**src/rtl/cache_controller.sv**
```systemverilog
// Direct-mapped cache controller: CPU word accesses over a 4-line x 4-word cache,
// with dirty-line write-back and block fill from a 128-bit memory port.
module cache_controller (
    input  logic         clock,
    input  logic         reset,
    input  logic         cpu_req,
    input  logic         cpu_we,
    input  logic [31:0]  cpu_addr,
    input  logic [31:0]  cpu_wdata,
    output logic         cpu_ready,
    output logic [31:0]  cpu_rdata,
    output logic         write_word,
    output logic         write_block,
    output logic         comp,
    output logic [1:0]   index,
    output logic [1:0]   word,
    output logic [25:0]  tag_out,
    output logic [31:0]  word_out,
    output logic [127:0] block_out,
    input  logic         hit,
    input  logic         dirty,
    input  logic         valid,
    input  logic [31:0]  data_out,
    output logic         mem_req,
    output logic         mem_we,
    output logic [31:0]  mem_addr,
    output logic [127:0] mem_wdata,
    input  logic [127:0] mem_rdata,
    input  logic         mem_ready,
    output logic [15:0]  hit_count,
    output logic [15:0]  miss_count
);

    typedef enum logic [2:0] {IDLE, COMPARE, WB_READ, WB_MEM, FILL} state_t;

    state_t      state, state_next;
    logic        lat_we;
    logic [31:2] lat_addr;
    logic [31:0] lat_wdata;
    logic        first_pass;
    logic [1:0]  wb_cnt;
    logic [31:0] wb_buf [4];
    logic [25:0] shadow_tag [4];

    logic [25:0] lat_tag;
    logic [1:0]  lat_index;
    logic [1:0]  lat_word;
    logic        accept;
    logic        addr_lsb_unused;

    assign lat_tag         = lat_addr[31:6];
    assign lat_index       = lat_addr[5:4];
    assign lat_word        = lat_addr[3:2];
    assign addr_lsb_unused = ^cpu_addr[1:0];

    // A completion pulse blocks acceptance so a held request is not taken twice.
    assign accept = (state == IDLE) && cpu_req && !cpu_ready;

    always_comb begin
        state_next  = state;
        write_word  = 1'b0;
        write_block = 1'b0;
        comp        = 1'b0;
        index       = lat_index;
        word        = lat_word;
        tag_out     = lat_tag;
        word_out    = lat_wdata;
        block_out   = mem_rdata;
        mem_req     = 1'b0;
        mem_we      = 1'b0;
        mem_addr    = {lat_tag, lat_index, 4'b0000};
        mem_wdata   = {wb_buf[3], wb_buf[2], wb_buf[1], wb_buf[0]};
        case (state)
            IDLE: begin
                if (accept) state_next = COMPARE;
            end
            COMPARE: begin
                comp = 1'b1;
                if (hit) begin
                    write_word = lat_we;
                    state_next = IDLE;
                end else if (valid && dirty) begin
                    state_next = WB_READ;
                end else begin
                    state_next = FILL;
                end
            end
            WB_READ: begin
                word = wb_cnt;
                if (wb_cnt == 2'd3) state_next = WB_MEM;
            end
            WB_MEM: begin
                mem_req  = 1'b1;
                mem_we   = 1'b1;
                mem_addr = {shadow_tag[lat_index], lat_index, 4'b0000};
                if (mem_ready) state_next = FILL;
            end
            FILL: begin
                mem_req = 1'b1;
                if (mem_ready) begin
                    write_block = 1'b1;
                    state_next  = COMPARE;
                end
            end
            default: state_next = IDLE;
        endcase
        // A reset edge abandons the transaction, so no cache write may escape in that cycle.
        if (reset) begin
            write_word  = 1'b0;
            write_block = 1'b0;
        end
    end

    always_ff @(posedge clock) begin
        if (reset) begin
            state      <= IDLE;
            cpu_ready  <= 1'b0;
            cpu_rdata  <= '0;
            hit_count  <= '0;
            miss_count <= '0;
            lat_we     <= 1'b0;
            lat_addr   <= '0;
            lat_wdata  <= '0;
            first_pass <= 1'b0;
            wb_cnt     <= '0;
            for (int i = 0; i < 4; i++) begin
                wb_buf[i]     <= '0;
                shadow_tag[i] <= '0;
            end
        end else begin
            state     <= state_next;
            cpu_ready <= 1'b0;
            if (accept) begin
                lat_we     <= cpu_we;
                lat_addr   <= cpu_addr[31:2];
                lat_wdata  <= cpu_wdata;
                first_pass <= 1'b1;
            end
            // Only the first lookup of a request is counted; the re-compare after a fill is not.
            if (state == COMPARE) begin
                first_pass <= 1'b0;
                if (hit) begin
                    cpu_ready <= 1'b1;
                    if (!lat_we) cpu_rdata <= data_out;
                    if (first_pass && hit_count != 16'hFFFF) hit_count <= hit_count + 16'd1;
                end else if (first_pass && miss_count != 16'hFFFF) begin
                    miss_count <= miss_count + 16'd1;
                end
            end
            if (state == WB_READ) begin
                wb_buf[wb_cnt] <= data_out;
                wb_cnt         <= wb_cnt + 2'd1;
            end else begin
                wb_cnt <= '0;
            end
            if (write_block) shadow_tag[lat_index] <= lat_tag;
        end
    end

endmodule

```
**config.mk**
```make
export PLATFORM = sky130hd
export DESIGN_NAME = cache_controller
export DESIGN_NICKNAME = d
export VERILOG_FILES = /design/src/rtl/cache_controller.sv
export SDC_FILE = /design/constraint.sdc
export NUM_CORES = 1
export LEC_CHECK = 0
export ABC_AREA = 0
export CORE_AREA = 2 2 257 259
export DETAILED_ROUTE_END_ITERATION = 7
export DIE_AREA = 0 0 259 261
export GPL_TIMING_DRIVEN = 0
export PLACE_DENSITY = 0.58
export SYNTH_ARGS = -nofsm -noshare
export SYNTH_HDL_FRONTEND = slang
export SYNTH_SLANG_ARGS = --single-unit
```
**constraint.sdc**
```tcl
create_clock -name clock -period 3.4 [get_ports clock]
set_input_delay 0.85 -clock clock [delete_from_list [all_inputs] [get_ports clock]]
set_output_delay 0.85 -clock clock [all_outputs]
set_load 0.01 [all_outputs]
```
==> flow_metrics.tcl <==
set metrics [dict create \
    worst_pin_slew_ns 1.30 \
    clkLatencyLatePin_ns 0.55 \
    worstHoldStart "word_out[30]$_SDFFE_PP0P_" \
    ys.flop_type "edfxtp_1" \
    core_area_sq_um 65000 \
    skew_ns 0.0167 \
    reg2reg_depth 6 \
    hold_path.class "flop to flop" \
    area_growth_pct 48.8 \
    drc 0 \
    hold_slack_ns 0.452 \
    drive_gt1_frac 0.174 \
    post-route-util 0.369 \
    r2r_end "wb_buf[0][17]$_SDFFCE_PN0P_" \
    synth_edf_count 232 \
    num_vias 12200 \
    ctsRootBufferMaster "clkbuf_16" \
    grt_overflow 0 \
    hold_end "word_out[30]$_SDFFE_PP0P_" \
    design.die.area_sq_um 67600 \
    firstDrtPassIters 5 \
    via_per_inst 4.29 \
    dp_hpwl_um 44900 \
    ant_nets 0 \
    end_kind "output port" \
    die_y_um 261 \
    path_clk_slew_ns 0.06 \
    power_density_nw_per_um2 464 \
    holdBufCountCts 0 \
    grt_start_max_net_pins 33 \
    r2r_start "state[0]$_SDFFE_PP0P_" \
    drv_cap 0 \
    synth_common_cells "232 x edfxtp_1, 208 x nand2_1, 205 x and2_1" \
    grt_usage 0.164 \
    hold_path_depth 2 \
    rsz0062_at_grt "no" \
    initial_core_util 0.248 \
    critPathMaxFanout 10 \
    ios 652 \
    p_leak_nw 9.14 \
    wl_per_cell_um 20.5 \
    finalInstanceArea_sq_um 24000 \
    dr.first_iter.drc_count 593 \
    fill_cells 6362 \
    slew_violations 0 \
    arrival_ns 2.46 \
    peakVddDrop_v 0.000284 \
    fin_total_pwr_mw 11.1 \
    placed_cells 2762 \
    required_ns 2.55 \
    critPathKind "flop to output port" \
    relSlewSlack 0.132 \
    synth_top_area_share 0.432 \
    setup_slack_ns 0.0867 \
    final_nets 2184 \
    h-tree-depth 2 \
    ys_top_cells_by_area "edfxtp_1 43%, dfxtp_1 17%, and2_1 8.0%" \
    placed_cell_area_sq_um 22400 \
    dpl_worst_slack_ns -0.600 \
    fin_tns_setup_ns 0 \
    syn_avg_cell_area_sq_um 11.7 \
    finalHoldViolations 0 \
    syn_area_sq_um 16100 \
    synth.most_common_cell "edfxtp_1" \
    syn_inst 1379 \
    numClockSinks 368 \
    max-clock-path-buffers 3 \
    post-route-period-util 0.974 \
    yosysTopAreaCell "edfxtp_1" \
    async_flop_share 0 \
    status "finished clean" \
    grt_pass1_wl_um 81000 \
    cts_tree "yes" \
    die_x_um 259 \
    port_buffers 516 \
    cts_buffers 42 \
    ys.warnings.count 0 \
    ys_types 61 \
    gp_congestion 0.841 \
    fin_crit_ns 3.31 \
    ys_seq_area_frac 0.601 \
    cp-start-kind "flop" \
    routed_wl_um 58300 \
    grt_pass1_vias 12000 \
    setup_viol 0 \
    rrSetupSlack_ns 0.41 \
    instances_no_fill 2850 \
    antenna_found_initial 15 \
    core.rowCount 94 \
    max_freq_mhz 302 \
    synth-seq-cells 368 \
]
[area by class of cell]
class                      instances  area [sq um]  area share
buffer                           233          1620      0.0675
timing repair buffer             525          5240       0.218
tap                              864          1080      0.0451
multi-input combinational        773          4870       0.203
inverter                           6          26.3     0.00110
antenna                            4          10.0    0.000417
clock inverter                    20           287      0.0119
sequential                       368          9690       0.404
clock buffer                      57          1160      0.0485
[cell usage in the layout, fill, tap and decap left out, drive strengths merged, types with 20 or more instances in the layout]
master / n
buf: 196
and2: 206
nor2: 41
and3: 36
a21oi: 102
clkdlybuf4s50: 489
dlygate4sd2: 20
mux2: 28
clkbuf: 103
dfxtp: 136
edfxtp: 232
mux4: 26
nand2: 208
[worst max-delay path, cell delays in order (launching register included)]
cell	delay, ns
dfxtp_1	0.34
buf_8	0.15
buf_12	0.16
mux4_2	0.50
mux2_2	0.27
clkdlybuf4s50_1	0.48
[power breakdown]
part | internal [mW] | leakage [nW] | total, mW | switching (mW)
Clock | 2.94 | 0.702 | 4.78 | 1.85
Sequential | 4.90 | 3.50 | 5.01 | 0.103
Combinational | 0.721 | 4.93 | 1.33 | 0.609
Total | 8.56 | 9.14 | 11.1 | 2.56
[state kept, by name, indices dropped and copies added, names as in the netlist, 3 cells and up, named ones only]
register    count
cpu_rdata      32
hit_count      16
lat_addr       30
miss_count     16
shadow_tag    104
state           3
wb_buf        128
word_out       32
[timing repair]
item,4_1_cts,5_1_grt
pin swaps,2,0
endpoints found under the setup margin,30,8
gates resized for setup,46,8
buffers inserted,9,0
cloned,0,0
[cell families after synthesis]
| kind of cell | share of synthesized area |
|---|---|
| compound gates | 0.0424 |
| flops | 0.601 |
| simple gates | 0.186 |
| mux | 0.0571 |
| other cells | 0.000233 |
| buf+inv | 0.0982 |
| xor+xnor | 0.0130 |
| fa+ha+maj | 0.00233 |
[metal layers]
| metal | global-route usage | up-vias | part of all wire |
|---|---|---|---|
| met5 | 0 | - | 0.00082 |
| met1 | 0.185 | 5893 | 0.38 |
| met3 | 0.0377 | 97 | 0.061 |
| li1 | - | 5746 | - |
| met2 | 0.296 | 478 | 0.52 |
| met4 | 0.0723 | 8 | 0.041 |
[how the worst max path moves through the flow]
| stage | from | to | slack [ns] | cells after the start |
|---|---|---|---|---|
| detailed placement | mem_ready | write_block | -0.60 | 6 |
| floorplan | reset | wb_buf[2][0]$_SDFFCE_PN0P_ | 0.68 | 5 |
| finish | flop | mem_addr[14] | 0.09 | 5 |
| global route | flop | mem_addr[14] | 0.003 | 5 |
| CTS | state[1]$_SDFFE_PP0P_ | mem_addr[12] | 0.002 | 7 |
| global placement | mem_ready | write_block | -0.59 | 6 |
Power figures use the tool's default switching activity.
==> RTL change 1 (same settings) <==
Re-encode `state_t` (5 states) as one-hot, 5 bits wide.
--- a/src/rtl/cache_controller.sv
+++ b/src/rtl/cache_controller.sv
@@ -31,7 +31,7 @@
     output logic [15:0]  miss_count
 );
 
-    typedef enum logic [2:0] {IDLE, COMPARE, WB_READ, WB_MEM, FILL} state_t;
+    typedef enum logic [4:0] {IDLE = 5'b00001, COMPARE = 5'b00010, WB_READ = 5'b00100, WB_MEM = 5'b01000, FILL = 5'b10000} state_t;
 
     state_t      state, state_next;
     logic        lat_we;
Check against the original RTL: same outputs for any inputs over 4 cycles, from zero or initial values and one cycle with reset high; so few cycles prove little.
==> RTL change 1 against the original RTL <==
Die area unchanged; critical endpoint is now wb_buf[0][14]; maximum frequency fell by 0.77%; power decreased by 0.61%; setup slack lost 0.026 ns; synthesized area grew 1.5%; combinational power grew 28%; final area increased by 0.71%; routed wire length rose by 3.8%; highest routed layer unchanged; sequential cell count is 2 higher.
==> RTL change 1: results (changes against the original RTL) <==
Run status
  – Status: finished, final reports clean

Min path
  – Worst hold start: cpu_rdata[4]

Worst setup path
  – Category of the most critical setup path: in2reg
  – FF-to-FF setup slack: 0.54 ns (+0.13 ns)
  – WP data arrival: 3.53 ns (+1.07 ns)
  – Top fanout value on the critical path: 32 (+22)
  – Worst reg2reg path endpoint: wb_buf[0][14]
  – Number of cells on the worst reg-to-reg path: 5 (-1)

Placement
  – Placed cell area: 0.0227 mm2 (+1.4%)
  – DP HPWL: 46.8 mm (+4.3%)
  – Worst slack, placed: -0.994 ns (-0.394 ns)
  – Placed cells: 2800 (+1.4%)

Layout
  – Number of logic inverters in the finished layout: 8 (+2)
  – Layout buffering overhead excluding clock cells: 0.286 (+0.000472)
  – Fraction of standard cell area that is sequential: 0.403 (-0.00124)
  – Fraction of final layout cells with drive strength greater than 1: 0.167 (-0.00607)
  – Number of buffers outside the clock class in the layout: 764 (+0.79%)
  – Multi-input combinational cell count: 801 (+3.6%)
  – Number of sequential cells in the layout: 370 (+0.54%)
  – Clock-cell share of area: 0.0523 (-0.00809)
  – Number of antenna repair diodes: 8 (+4)

Pwr
  – Leakage: 9.06 nW (-0.83%)

Clocking
  – CTS buffer count: 41 (-2.4%)

Global route
  – Via count of the first global-routing pass: 12500 (+4.2%)
  – Initial antenna violation count: 10 (-5)

Routing
  – Met2 layer wire length in the routed design: 31.7 mm (+5.3%)
  – Average via count per standard cell: 4.38 (+2.2%)
  – Met3 wire length: 3.59 mm (+1.1%)
  – Total Routed Length: 60.5 mm (+3.8%)

Synthesis
  – Top cells by count, synth: sky130_fd_sc_hd__and2_1, sky130_fd_sc_hd__edfxtp_1, sky130_fd_sc_hd__nand2_1, sky130_fd_sc_hd__buf_4, sky130_fd_sc_hd__dfxtp_1
  – Post-synthesis instance total: 1414 (+2.5%)
  – Synth cell types: 55 (-9.8%)
  – Top area cells in the synthesized netlist: sky130_fd_sc_hd__edfxtp_1, sky130_fd_sc_hd__dfxtp_1, sky130_fd_sc_hd__and2_1

Timing
  – Post-Route Hold Slack: 0.453 ns (+0.00116 ns)
  – Max_slew headroom: 0.234 (+0.102)
  – Share of the clock period used by the worst path: 0.982 (+0.00755)
==> RTL change 1: metal layers <==
metal,GRT usage,up-vias
met5,0,-
met4,0.0837,2
met3,0.0352,84
met2,0.306,530
met1,0.195,6139
li1,-,5913
==> RTL change 1: cell families after synthesis <==
| family | after synthesis | share of synthesized area |
|---|---|---|
| simple gates | 577 | 0.193 |
| flops | 370 | 0.595 |
| buf+inv | 246 | 0.0964 |
| compound gates | 151 | 0.0506 |
| mux | 64 | 0.0619 |
| fa+ha+maj | 3 | 0.00229 |
| xor+xnor | 2 | 0.00107 |
| other cells | 1 | 0.000229 |
==> RTL change 1: timing repair <==
| item | 4_1_cts | 5_1_grt |
|---|---|---|
| setup endpoints to repair | 83 | 27 |
| gates resized for setup | 45 | 11 |
| setup buffers | 8 | 0 |
==> RTL change 2 (config.mk and constraints unchanged) <==
Made on the original files. Put one more register stage on the output `miss_count`, without a reset. The value now appears one clock later. The other outputs are not delayed to match.
--- a/src/rtl/cache_controller.sv
+++ b/src/rtl/cache_controller.sv
@@ -32,6 +32,8 @@
 );
 
     typedef enum logic [2:0] {IDLE, COMPARE, WB_READ, WB_MEM, FILL} state_t;
+
+    logic [15:0] miss_count_s0;
 
     state_t      state, state_next;
     logic        lat_we;
@@ -117,7 +119,7 @@
             cpu_ready  <= 1'b0;
             cpu_rdata  <= '0;
             hit_count  <= '0;
-            miss_count <= '0;
+            miss_count_s0 <= '0;
             lat_we     <= 1'b0;
             lat_addr   <= '0;
             lat_wdata  <= '0;
@@ -143,8 +145,8 @@
                     cpu_ready <= 1'b1;
                     if (!lat_we) cpu_rdata <= data_out;
                     if (first_pass && hit_count != 16'hFFFF) hit_count <= hit_count + 16'd1;
-                end else if (first_pass && miss_count != 16'hFFFF) begin
-                    miss_count <= miss_count + 16'd1;
+                end else if (first_pass && miss_count_s0 != 16'hFFFF) begin
+                    miss_count_s0 <= miss_count_s0 + 16'd1;
                 end
             end
             if (state == WB_READ) begin
@@ -157,5 +159,9 @@
         end
     end
 
+    always_ff @(posedge clock) begin
+        miss_count <= miss_count_s0;
+    end
+
 endmodule
 
Formal check against the unedited RTL: not equivalent (a bounded check fails within 4 cycles, from zero or initial values and one cycle with reset high).
==> RTL change 2 against the original RTL <==
Synthesized area rose by 2.5%; final area up 1.1%; global-route usage grew 2.8 points; power hardly changed; setup slack better by 0.0094 ns; maximum frequency increased by 0.28%; sequential cell count increased by 16; routed wire length is 15% higher; critical endpoint is now write_block; highest routed layer unchanged.
==> RTL change 2: results (changes against the original RTL) <==
Synthesis
  – Fraction of the mapped netlist area in compound gates: 0.0545 (+0.0122)
  – Post-synthesis average cell area: 11.7 um2 (+0.14%)
  – Synth cell types: 53 (-13%)
  – Post-synthesis sequential area ratio: 0.606 (+0.00491)
  – XOR/XNOR share of the synthesized area: 0 (-0.0130)
  – Adder and majority cell fraction of the synthesized area: 0.00227 (-0.0000561)
  – Top cells by count, synth: sky130_fd_sc_hd__and2_1, sky130_fd_sc_hd__edfxtp_1, sky130_fd_sc_hd__nand2_1, sky130_fd_sc_hd__buf_4, sky130_fd_sc_hd__dfxtp_1
  – Top area cells in the synthesized netlist: sky130_fd_sc_hd__edfxtp_1, sky130_fd_sc_hd__dfxtp_1, sky130_fd_sc_hd__and2_1
  – Multiplexer area fraction after synthesis: 0.0579 (+0.000821)

Routing
  – Vias: 12800 (+4.5%)
  – Length of the first detailed-routing pass in iterations: 4 (-1)
  – Detailed router's first-iteration violation count: 693 (+17%)
  – Drt wl/cell: 23.4 um (+14%)
  – Average via count per standard cell: 4.44 (+3.4%)

Worst setup path
  – Top fanout value on the critical path: 9 (-1)
  – Critical Path Slowest Stage Cell: sky130_fd_sc_hd__clkdlybuf4s50_1
  – CP max stage delay: 0.55 ns (+0.05 ns)
  – Number of cells on the worst reg-to-reg path: 7 (+1)

Run status
  – Status: finished, final reports clean

Placement
  – Weighted congestion reported at the end of routability-driven placement: 0.870 (+3.5%)
  – DP HPWL: 53.0 mm (+18%)
  – Number of buffers added on ports: 516 (unchanged)
  – Placed cell area: 0.0228 mm2 (+1.8%)
  – Placed cells: 2795 (+1.2%)

Timing
  – Worst Skew: 0.0238 ns (+0.00710 ns)
  – Worst-Margin Slew: 1.03 ns (-0.270 ns)

Pwr
  – Leakage: 9.14 nW (about the same)
  – Worst VDD drop: 0.303 mV (+6.8%)

Global route
  – Initial antenna violation count: 20 (+5)
  – Overall Global Routing Usage: 0.192 (+0.0276)
  – Via count of the first global-routing pass: 12700 (+5.7%)
  – First-pass GRT wire length: 92.8 mm (+15%)
  – Pin count of the biggest net entering global routing: 33 (unchanged)

Clocking
  – Clock root buffer: sky130_fd_sc_hd__clkbuf_16

Layout
  – Fraction of final layout cells with drive strength greater than 1: 0.169 (-0.00474)
  – Filler Cells Inserted: 6359 (-0.047%)
  – Final #Nets: 2215 (+1.4%)

Min path
  – Worst hold path stage count: 0 (-2)
==> RTL change 2: metrics by stage <==
stage / setup slack [ns] / hold WS [ns] / total power [mW] / util
floorplan: 0.521 / 0.359 / 5.93 / -
global placement: -0.808 / 0.374 / 6.85 / 0.350
detailed placement: -0.535 / 0.382 / 6.87 / 0.350
CTS: 0.00257 / 0.390 / 11.3 / 0.372
global route: 0.00220 / 0.407 / 11.6 / 0.373
finish: 0.0961 / 0.390 / 11.1 / 0.373
==> RTL change 2: timing repair <==
| item | in CTS | in global routing |
|---|---|---|
| hold buffers | 0 | 0 |
| gates resized for setup | 47 | 13 |
| setup endpoints to repair | 30 | 12 |
| cloned | 1 | 0 |
| setup buffers | 7 | 0 |
| pin swaps | 1 | 0 |
==> RTL change 2: layer usage <==
layer / vias to the layer above / share of wire / global-route usage
met5: - / 0.00054 / 0
met3: 108 / 0.057 / 0.0407
li1: 5902 / - / -
met1: 6275 / 0.36 / 0.203
met4: 6 / 0.027 / 0.0533
met2: 482 / 0.56 / 0.378
==> RTL change 2: power by group <==
part	total, mW	internal [mW]	leakage [nW]	switching [mW]
clock	4.38	2.45	0.640	1.93
sequential	5.23	5.11	3.63	0.126
combinational	1.50	0.778	4.87	0.721
==> RTL change 2: path summary, 6_finish.rpt <==
kind                         start          endpoint  slack (ns)
setup / recovery          state[1]       write_block         0.1
hold / removal    miss_count_s0[8]     miss_count[8]        0.39
setup reg to reg          state[1]  shadow_tag[0][5]        0.36
hold reg to reg   miss_count_s0[8]     miss_count[8]        0.39
==> RTL change 2: cell families (layout without fill, tap and decap cells) <==
family,Yosys count,count (layout)
AOI/OAI and AO/OA,161,161
muxes,59,59
buffers and inverters,247,847
other,1,6
DFF,384,384
and+or+nand+nor,556,556
adders and majority gates,3,3
==> RTL change 2: area by class of cell <==
class                   instances  area, um2  area share
flip-flops and latches        384      10000       0.413
repair buffers                525       5240       0.216
multi-input cells             783       4970       0.205
plain buffers                 239       1610      0.0664
clock buffers                  56       1130      0.0467
well taps                     864       1080      0.0446
clock inverters                22        170     0.00702
inverters                       5       18.8    0.000774
diodes                          2       5.00    0.000206
